[src/rtl/alu_pkg.sv]
// Shared definitions for the registered ALU: opcode encoding, status flag
// layout and the flag value presented while in reset.
package alu_pkg;

  localparam int unsigned SEL_W = 3;

  typedef enum logic [SEL_W-1:0] {
    OP_ADD  = 3'b000,
    OP_SUB  = 3'b001,
    OP_AND  = 3'b010,
    OP_OR   = 3'b011,
    OP_XOR  = 3'b100,
    OP_XNOR = 3'b101,
    OP_NOT  = 3'b110,
    OP_PASS = 3'b111
  } alu_op_e;

  typedef struct packed {
    logic carry;
    logic overflow;
    logic zero;
    logic negative;
  } alu_flags_t;

  // out clears to zero in reset, so the zero flag must read 1 there
  localparam alu_flags_t FLAGS_RESET = '{carry: 1'b0, overflow: 1'b0, zero: 1'b1, negative: 1'b0};

  function automatic logic op_is_arith(input alu_op_e op);
    return (op == OP_ADD) || (op == OP_SUB);
  endfunction

endpackage

[src/rtl/alu_core.sv]
// Combinational datapath of the ALU: opcode decode, WIDTH+1-bit
// adder/subtractor and logic mux producing next result, carry and overflow.
module alu_core
  import alu_pkg::*;
#(
  parameter int WIDTH = 4
) (
  input  logic [WIDTH-1:0] a,
  input  logic [WIDTH-1:0] b,
  input  logic [SEL_W-1:0] sel,
  output logic [WIDTH-1:0] res,
  output logic             carry,
  output logic             overflow
);

  alu_op_e          op_s;
  logic [WIDTH:0]   sum_s;
  logic [WIDTH:0]   diff_s;
  logic             carry_raw_s;
  logic             ovf_raw_s;

  assign op_s = alu_op_e'(sel);

  // Extra top bit yields the carry for ADD and the borrow (A < B) for SUB.
  always_comb begin
    sum_s  = {1'b0, a} + {1'b0, b};
    diff_s = {1'b0, a} - {1'b0, b};
  end

  // Result select and raw arithmetic flags per opcode.
  always_comb begin
    res         = {WIDTH{1'b0}};
    carry_raw_s = 1'b0;
    ovf_raw_s   = 1'b0;
    case (op_s)
      OP_ADD: begin
        res         = sum_s[WIDTH-1:0];
        carry_raw_s = sum_s[WIDTH];
        ovf_raw_s   = (a[WIDTH-1] == b[WIDTH-1]) && (sum_s[WIDTH-1] != a[WIDTH-1]);
      end
      OP_SUB: begin
        res         = diff_s[WIDTH-1:0];
        carry_raw_s = diff_s[WIDTH];
        ovf_raw_s   = (a[WIDTH-1] != b[WIDTH-1]) && (diff_s[WIDTH-1] != a[WIDTH-1]);
      end
      OP_AND:  res = a & b;
      OP_OR:   res = a | b;
      OP_XOR:  res = a ^ b;
      OP_XNOR: res = ~(a ^ b);
      OP_NOT:  res = ~a;
      OP_PASS: res = a;
      default: res = a;
    endcase
  end

  // Logic and unary opcodes never report carry or overflow.
  always_comb begin
    if (op_is_arith(op_s)) begin
      carry    = carry_raw_s;
      overflow = ovf_raw_s;
    end else begin
      carry    = 1'b0;
      overflow = 1'b0;
    end
  end

endmodule

[src/rtl/alu.sv]
// Registered ALU stage: one-cycle latency, result and flags captured on
// in_valid, out_valid marks each fresh result for exactly one cycle.
module alu
  import alu_pkg::*;
#(
  parameter int WIDTH = 4
) (
  input  logic             clk,
  input  logic             rst_n,
  input  logic             in_valid,
  input  logic [WIDTH-1:0] A,
  input  logic [WIDTH-1:0] B,
  input  logic [SEL_W-1:0] sel,
  output logic [WIDTH-1:0] out,
  output logic             out_valid,
  output logic             carry,
  output logic             overflow,
  output logic             zero,
  output logic             negative
);

  logic [WIDTH-1:0] res_s;
  logic             carry_s;
  logic             ovf_s;
  alu_flags_t       flags_nxt_s;

  logic [WIDTH-1:0] out_r;
  alu_flags_t       flags_r;
  logic             valid_r;

  alu_core #(
    .WIDTH(WIDTH)
  ) u_core (
    .a        (A),
    .b        (B),
    .sel      (sel),
    .res      (res_s),
    .carry    (carry_s),
    .overflow (ovf_s)
  );

  // zero/negative are taken from the value about to be registered, so they
  // always describe the registered out.
  always_comb begin
    flags_nxt_s          = FLAGS_RESET;
    flags_nxt_s.carry    = carry_s;
    flags_nxt_s.overflow = ovf_s;
    flags_nxt_s.zero     = (res_s == {WIDTH{1'b0}});
    flags_nxt_s.negative = res_s[WIDTH-1];
  end

  // Result, flag and valid registers; idle cycles hold result and flags.
  always_ff @(posedge clk or negedge rst_n) begin
    if (!rst_n) begin
      out_r   <= {WIDTH{1'b0}};
      flags_r <= FLAGS_RESET;
      valid_r <= 1'b0;
    end else if (in_valid) begin
      out_r   <= res_s;
      flags_r <= flags_nxt_s;
      valid_r <= 1'b1;
    end else begin
      out_r   <= out_r;
      flags_r <= flags_r;
      valid_r <= 1'b0;
    end
  end

  assign out       = out_r;
  assign out_valid = valid_r;
  assign carry     = flags_r.carry;
  assign overflow  = flags_r.overflow;
  assign zero      = flags_r.zero;
  assign negative  = flags_r.negative;

endmodule

[config.mk]
export PLATFORM = sky130hd
export DESIGN_NAME = alu
export DESIGN_NICKNAME = d
export VERILOG_FILES = /design/src/rtl/alu_pkg.sv /design/src/rtl/alu_core.sv /design/src/rtl/alu.sv
export SDC_FILE = /design/constraint.sdc
export NUM_CORES = 1
export LEC_CHECK = 0
export ABC_AREA = 1
export CAP_MARGIN = 20
export CORE_MARGIN = 10
export CORE_UTILIZATION = 35
export DETAILED_ROUTE_END_ITERATION = 16
export GPL_TIMING_DRIVEN = 0
export PLACE_DENSITY = 0.57
export SLEW_MARGIN = 10
export SYNTH_ARGS = -nofsm -noshare
export SYNTH_HDL_FRONTEND = slang
export SYNTH_SLANG_ARGS = --single-unit
[constraint.sdc]
create_clock -name clk -period 1.4 [get_ports clk]
set_clock_uncertainty 0.2 [all_clocks]
set_input_delay 0.42 -clock clk [delete_from_list [all_inputs] [get_ports clk]]
set_output_delay 0.42 -clock clk [all_outputs]
set_load 0.02 [all_outputs]
# Yosys cells after proc, flatten, opt, wreduce, memory -nomap -nowiden
# Index checks and enable logic that the tools add are counted.
dict set report totals {
  word_cells 35
  ff_bits 9
  output_inout_bits 9
  inputBits 14
}
dict set report op_classes {
  add_sub_neg 2
  n_bitwise 5
  n_reduce_logical 5
  mux 6
  n_eq_ne 11
}
# cell n
set op_table {}
lappend op_table {{$pmux W4 S8} 1}
lappend op_table {{$eq A3 B3 Y1 const B} 4}
lappend op_table {{$not A4 Y4} 2}
lappend op_table {{$eq A3 B2 Y1 const B} 2}
lappend op_table {{$add A4 B4 Y5} 1}
lappend op_table {{$sub A4 B4 Y5} 1}
lappend op_table {{$and A4 B4 Y4} 1}
lappend op_table {{$logic_not A4 Y1} 1}
lappend op_table {{$or A4 B4 Y4} 1}
lappend op_table {{$pmux W1 S2} 2}
lappend op_table {{$xor A4 B4 Y4} 1}
lappend op_table {{$eq A3 B1 Y1 const B} 1}
lappend op_table {{$logic_not A3 Y1} 1}
lappend op_table {{$mux W1} 3}
lappend op_table {{$ne A1 B1 Y1} 3}
lappend op_table {{$logic_and A1 B1 Y1} 2}
lappend op_table {{$eq A1 B1 Y1} 1}
lappend op_table {{$logic_or A1 B1 Y1} 1}

# Depth between registers and ports, before layout
# Gate-level depths: netlist of the first run.
dict set report depth {
  word_depth 5
  mapped_depth 13
}

# Hierarchy
# From an unflattened synthesis of the first run, not the netlist that was laid out.
dict set report hier_totals {
  hier_cells 146
  hier_area_um2 939.7
}
# module cells_per_inst area_per_inst_um2 instances
set by_module_without_submodules {}
lappend by_module_without_submodules {alu_core 112 628.1 1}
lappend by_module_without_submodules {alu 34 311.5 1}

# Worst setup path before layout of the first run
# OpenSTA, ideal clock, no wires.
dict set report synth_timing {
  path_type {input port to flip-flop}
  from {input A[0]}
  to {register flags_r, in the netlist zero}
  arrival_ps 1660
  slack_ps -532
  path_stages 12
  path_buffers 0
  setup_ps 72
  cell_sequence {inv_1 -> ha_1 -> fa_1 -> nor2_1 -> nor2_1 -> nand2_1 -> nand2_1 -> nor2_1 -> nand2_1 -> nand2_1 -> nand3_1 -> o21ai_1}
}
dict set report synth_via {
  elab_chain_len 4
}
# item line
set synth_lines {}
lappend synth_lines {{from (decl)} alu.sv:11} ;# input logic [WIDTH-1:0] A,
lappend synth_lines {{parallel branches: the longest is 2 deep, another holds $sub A4 B4 Y5} --}
lappend synth_lines {{$pmux W4 S8 *} alu_core.sv:35} ;# case (op_s)
lappend synth_lines {{$logic_not A4 Y1 *} alu.sv:48} ;# flags_nxt_s.zero = (res_s == {WIDTH{1'b0}});
lappend synth_lines {{to (signal assigned)} alu.sv:60} ;# flags_r <= flags_nxt_s;
lappend synth_lines {{to (signal assigned)} alu.sv:64} ;# flags_r <= flags_r;
lappend synth_lines {{to (decl)} alu.sv:28} ;# alu_flags_t flags_r;
# Mark *: on every way between the ends.
# A chain may end at the register's enable or synchronous reset.

# Worst setup path after layout of the first run
# Same ends and word-level chain as after synthesis.

==> flow_summary.ini, run 1 <==
[clock_tree]
cts_tree = built
cts_inserted_buffers = 3
clkTransAtPathRegs_ns = 0.06
cts-root-buf = clkbuf_4
cts.sinks = 8
htree_levels = 1
clkLatencyLatePin_ns = 0.25
hold_buffers = 0
clockBufferDepth = 2

[job]
max_cap_violations = 0

[final_layout]
diodes = 0
fillers = 259
final_nets = 216
syn2layout_area_growth_pct = 59.78
drive_gt1_share_pct = 41.71

[route]
wl_per_cell_um = 13.74
vias = 1111
ant_nets = 0
drt-total-wl_um = 2995
post-route-drc-count = 0
drt-initial-drc-count = 76
routed_via_density = 5.096
first_pass_iters = 4

[logic_synthesis]
synth_common_cells = nand2_1 (41), inv_1 (22), nand3_1 (17), ha_1 (12), nor2_1 (12)
synth-edff-count = 0
yosysWarnings = 0
yosys-top-cells-area = dfrtp_1 (17%), nand2_1 (15%), ha_1 (15%), nand3_1 (8.5%), inv_1 (8.2%)
yosysTopAreaCellShare_pct = 17.43
syn_inst = 153
yosysUniqueCellTypes = 25
ys.flop_type = dfrtp_1
synth_top_area_cell = dfrtp_1
synth.most_common_cell = nand2_1
synth-async-reset-ratio_pct = 100.0
ys_seq_area_share_pct = 20.05
syn_area_per_cell_um2 = 6.567
syn-num-nets = 181
synth_area_mm2 = 0.001005
ys_ff_latch = 8

[power]
ir_worst_vdd_v = 0.0005053
power_density_mw_per_mm2 = 646.8
p_leak_uw = 0.0007717
finalPower_uw = 1038

[outcome]
violations = setup timing
status = finished with violations

[floorplanning]
die_x_um = 73.58
start_util_pct = 36.43
fp.dieH_um = 73.58
rows = 19
fp.coreArea_mm2 = 0.002758
dieArea_mm2 = 0.005414
io_pins = 23

[sta]
holdWs_ns = 0.2412
fin_ws_ns = -0.4143
fin_crit_ns = 1.814
rsz0062_at_grt = true
slew-limit-headroom_pct = 76.25
maxSlewViolCount = 0
fin_crit_sh_pct = 129.6
finalSetupViolCount = 11
tightest_slew_ns = 0.3551
max_freq_ghz = 0.5512
finalHoldViolations = 0

[worst_setup_path]
required_ns = 1.38
start_kind = input pin
reg2reg_from = out[3]
arrival_ns = 1.80
reg2reg_to = out[3]
worstSetupStartpoint = A[0]
crit_type = input pin to flop
reg2reg_depth = 2
rrSetupSlack_ns = 0.40
end_kind = flop
crit_fanout = 2

[hold_path]
hold_class = input pin to async pin

[placed_design]
dpl.hpwl_um = 2346
portBuffers = 22
gp_congestion = 0.8040

[grt]
grt_use_total_pct = 11.66
grt_first_pass_wirelength_um = 5292
grt_overflow = 0
grt_antenna_before_repair = 0
grt_max_degree = 11
grt_pass1_vias = 1154
==> worst max-delay path by stage <==
| stage | to | cells after the start |
|---|---|---|
| floorplan | zero | 11 |
| global placement | zero | 12 |
| detailed placement | zero | 12 |
| CTS | zero | 12 |
| global route | zero | 12 |
| finish | zero | 12 |
==> metal layers <==
layer | global-route usage [%] | wire length, um
met5 | 0 | 0
met4 | 2.692 | 7
met3 | 1.346 | 184
met2 | 20.83 | 1541
met1 | 14.33 | 1262
==> placed cells by master, fill, tap and decap left out, types with 3 or more instances in the layout <==
master    instances
buf_12            3
buf_4             6
buf_6            16
clkbuf_4          4
dfrtp_1           7
ha_1              6
ha_4              6
inv_1            11
inv_2             8
inv_4             3
nand2_1          36
nand2_2           5
nand3_1          13
nand3_2           5
nand4_1           9
nor2_1           11
nor2_2            4
o21ai_1           4
==> worst max-delay path: stages <==
cell and delay, ns:
buf_12 0.10, inv_12 0.03, ha_4 0.15, fa_2 0.52, inv_2 0.04, nand3_2 0.05, nand2_1 0.04, nor2_1 0.09
nand2_1 0.08, nand2_2 0.09, nand3_2 0.07, o21ai_2 0.11
==> per-stage QoR <==
step	setup WS (ns)	instance area (um^2)	cells	setup TNS (ns)	util, %
after floorplan	-0.4525	1092	153	-1.881	-
after detailed placement	-1.369	1351	206	-9.721	49.00
after global placement	-1.335	1351	206	-9.527	49.00
after CTS	-0.4466	1540	217	-2.272	55.85
after global routing	-0.5034	1605	218	-2.872	58.21
final	-0.4143	1605	218	-2.121	58.21
==> power breakdown <==
part,internal (uW),switching [uW]
clock network,109,76.3
logic,275,297
registers,261,20.0
total,645,393
==> cell families (layout without fill, tap and decap cells) <==
family	Yosys count	count (layout)	synth area share [%]
AND/OR/NAND/NOR	87	87	39.73
buffers and inverters	28	62	12.08
adder cells (fa/ha/maj)	14	14	18.93
AO/OA/AOI/OAI	14	14	7.472
flip-flops	8	8	20.05
XOR/XNOR	2	2	1.744
==> final cells by class <==
cell class	count	area [um^2]	share of cell area, %
buffer	3	33.78	2.104
clock buffer	4	26.28	1.637
inverter	24	122.6	7.638
multi-input combinational	117	845.8	52.69
sequential	8	201.4	12.55
tap	31	38.79	2.416
timing repair buffer	31	336.6	20.97
==> registers in the layout (all words and copies together) (netlist names) <==
| signal | cells |
|---|---|
| out | 4 |
| carry | 1 |
| out_valid | 1 |
| overflow | 1 |
| zero | 1 |
==> timing repair <==
| action | CTS | global route |
|---|---|---|
| pin swaps | 20 | 13 |
| setup buffers | 8 | 2 |
| resized for setup | 128 | 19 |
| endpoints found under the setup margin | 16 | 16 |
(Power assumes the default switching activity.)
==> run 2: changes to the inputs <==
--- a/config.mk
+++ b/config.mk
@@ -7,12 +7,13 @@
 export LEC_CHECK = 0
 export ABC_AREA = 1
 export CAP_MARGIN = 20
-export CORE_MARGIN = 10
+export CORE_MARGIN = 2
 export CORE_UTILIZATION = 35
 export DETAILED_ROUTE_END_ITERATION = 16
 export GPL_TIMING_DRIVEN = 0
-export PLACE_DENSITY = 0.57
+export PLACE_DENSITY = 0.58
 export SLEW_MARGIN = 10
 export SYNTH_ARGS = -nofsm -noshare
 export SYNTH_HDL_FRONTEND = slang
+export SYNTH_HIERARCHICAL = 1
 export SYNTH_SLANG_ARGS = --single-unit
==> flow_summary.ini, run 2 <==
[sta]
maxSlewViolCount = 0
rsz0062_at_grt = true
setup_tns_ns = -1.957
tightest_slew_ns = 0.4071
max_freq_ghz = 0.5611
fin_ws_ns = -0.3822
finalHoldViolations = 0
slew-limit-headroom_pct = 72.71
fin_crit_ns = 1.782
fin_crit_sh_pct = 127.3
finalSetupViolCount = 9

[final_layout]
final_cell_mix = nand2_1 (40), nor2_1 (17), buf_6 (15), nand3_1 (15), inv_2 (10)
layout.cells.most_common = nand2_1
largest_reg_flops = 4
final_util_pct = 57.76
final_nets = 209
fin_cells = 210
multi_input_area_um2 = 777.0
drive_gt1_share_pct = 37.78
ff_latch_area_um2 = 201.4
fillers = 250
syn2layout_area_growth_pct = 53.66
diodes = 0

[worst_setup_path]
crit_fanout = 3
arrival_ns = 1.77
cp_slowest_cell = fa_2
start_kind = input pin
path_buf_inv = 1
required_ns = 1.39
critPathTopFamily = simple AND/OR/NAND/NOR gates
cp_cell_sequence = buf_12 > ha_4 > fa_2 > or2_4 > nand3_2 > nand4_1 > nor2_1 > nand3_1 > nand2_1
crit_type = input pin to flop
end_kind = flop
cpPeakStageDelay_ns = 0.40

[logic_synthesis]
ys.flop_type = dfrtp_1
syn-num-nets = 174
syn_area_per_cell_um2 = 6.436
synth_area_um2 = 939.7
synth-async-reset-ratio_pct = 100.0
yosysWarnings = 6
yosysUniqueCellTypes = 21
synth_top_area_cell = dfrtp_1
syn_inst = 146
synth_common_cells = nand2_1 (42), nand3_1 (20), nor2_1 (19), inv_1 (18), ha_1 (12)
ys_ff_latch = 8
ys_seq_area_share_pct = 21.44
yosysTopAreaCellShare_pct = 18.64
yosys-top-cells-area = dfrtp_1 (19%), nand2_1 (17%), ha_1 (16%), nand3_1 (11%), nor2_1 (7.6%)
synth.most_common_cell = nand2_1
synth-edff-count = 0

[floorplanning]
fp.dieH_um = 55.82
dieArea_mm2 = 0.003115
die_x_um = 55.82
fp.coreArea_mm2 = 0.002500
io_pins = 23
start_util_pct = 37.59
rows = 18

[route]
wl_per_cell_um = 11.80
first_pass_iters = 4
ant_nets = 0
routed_via_density = 4.890
drt-total-wl_um = 2478
vias = 1027
post-route-drc-count = 0
drt-initial-drc-count = 29

[grt]
grt_first_pass_wirelength_um = 4374
grt_overflow = 0
grt_pass1_vias = 1035
grt_max_degree = 9
grt_use_total_pct = 17.00
grt_antenna_before_repair = 0

[clock_tree]
cts-root-buf = clkbuf_4
clkTransAtPathRegs_ns = 0.06
cts_inserted_buffers = 3
clockBufferDepth = 2
clkLatencyLatePin_ns = 0.25
cts.sinks = 8
htree_levels = 1
cts_tree = built
hold_buffers = 0

[power]
ir_worst_vdd_v = 0.0005341
power_density_mw_per_mm2 = 661.5
p_leak_uw = 0.0007090

[placed_design]
dpl.hpwl_um = 1984
portBuffers = 22
gp_congestion = 0.7953
post-place-ws_ns = -1.219
placed_cells = 198

[job]
max_cap_violations = 0

[hold_path]
hold_class = input pin to async pin

[outcome]
violations = setup timing
status = finished with violations
-- run 2: cell count changes after synthesis, sizes merged, moves of 2 or more --
cell / delta
buf: -2
nand4: -5
a31oi: -2
nor2: +4
inv: -3
nand3: +2
-- run 2: metrics by stage --
step                      cell area (um^2)  hold WS [ns]  total power, uW
after CTS                             1406        0.2531            938.8
final                                 1444        0.2432            955.2
after floorplan                       1039      -0.07559            530.5
after global routing                  1444        0.2674             1033
after detailed placement              1296        0.2538            706.0
after global placement                1296        0.2498            700.1
-- run 2: area by class of cell --
cell class	instances	share of cell area (%)
timing repair buffer	30	19.50
clock buffer	4	1.820
buffer	2	1.560
inverter	21	6.759
tap	30	2.600
multi-input combinational	115	53.81
sequential	8	13.95
-- run 2: kinds of logic (layout without fill, tap and decap cells) --
group | count (synthesis) | count (layout) | share of synthesized area [%]
AO/OA/AOI/OAI | 12 | 12 | 6.791
buffers and inverters | 23 | 57 | 10.39
AND/OR/NAND/NOR | 88 | 88 | 40.08
multiplexers | 1 | 1 | 1.065
adder cells (fa/ha/maj) | 14 | 14 | 20.24
flip-flops | 8 | 8 | 21.44
-- run 2: power by group --
group / switching, uW / leakage (uW) / internal [uW] / total, uW
clock: 73.5 / 0.0000150 / 109 / 182
combinational: 260 / 0.000595 / 233 / 492
sequential: 19.9 / 0.0000987 / 261 / 280
-- run 2: path summary, 6_finish.rpt --
kind	startpoint	endpoint	slack, ns	cells past startpoint
min in group clk	zero	zero	0.27	2
min	rst_n	out[2]	0.24	1
max	A[0]	zero	-0.38	9
max reg2reg	out[1]	out[1]	0.35	4
min reg2reg	zero	zero	0.27	2
max in group asynchronous	rst_n	zero	0.45	1
-- run 2: worst register-to-register path, stage by stage (launching register included) --
cell     delay, ns
dfrtp_1       0.39
buf_4         0.14
buf_4         0.12
nand2_1       0.05
nand2_1       0.05
-- run 2: repair_timing --
action	CTS	global route
gates resized for setup	114	16
pin swaps	15	17
setup buffers	5	3
endpoints found under the setup margin	16	16
-- run 2: routing by layer --
metal / wire length [um] / vias up / share of wire, % / GRT usage (%)
met5: 0 / - / 0 / 0
li1: - / 537 / - / -
met3: 95 / 0 / 3.8 / 2.326
met4: 0 / 0 / 0 / 4.082
met2: 1271 / 24 / 51 / 31.46
met1: 1111 / 466 / 45 / 20.66
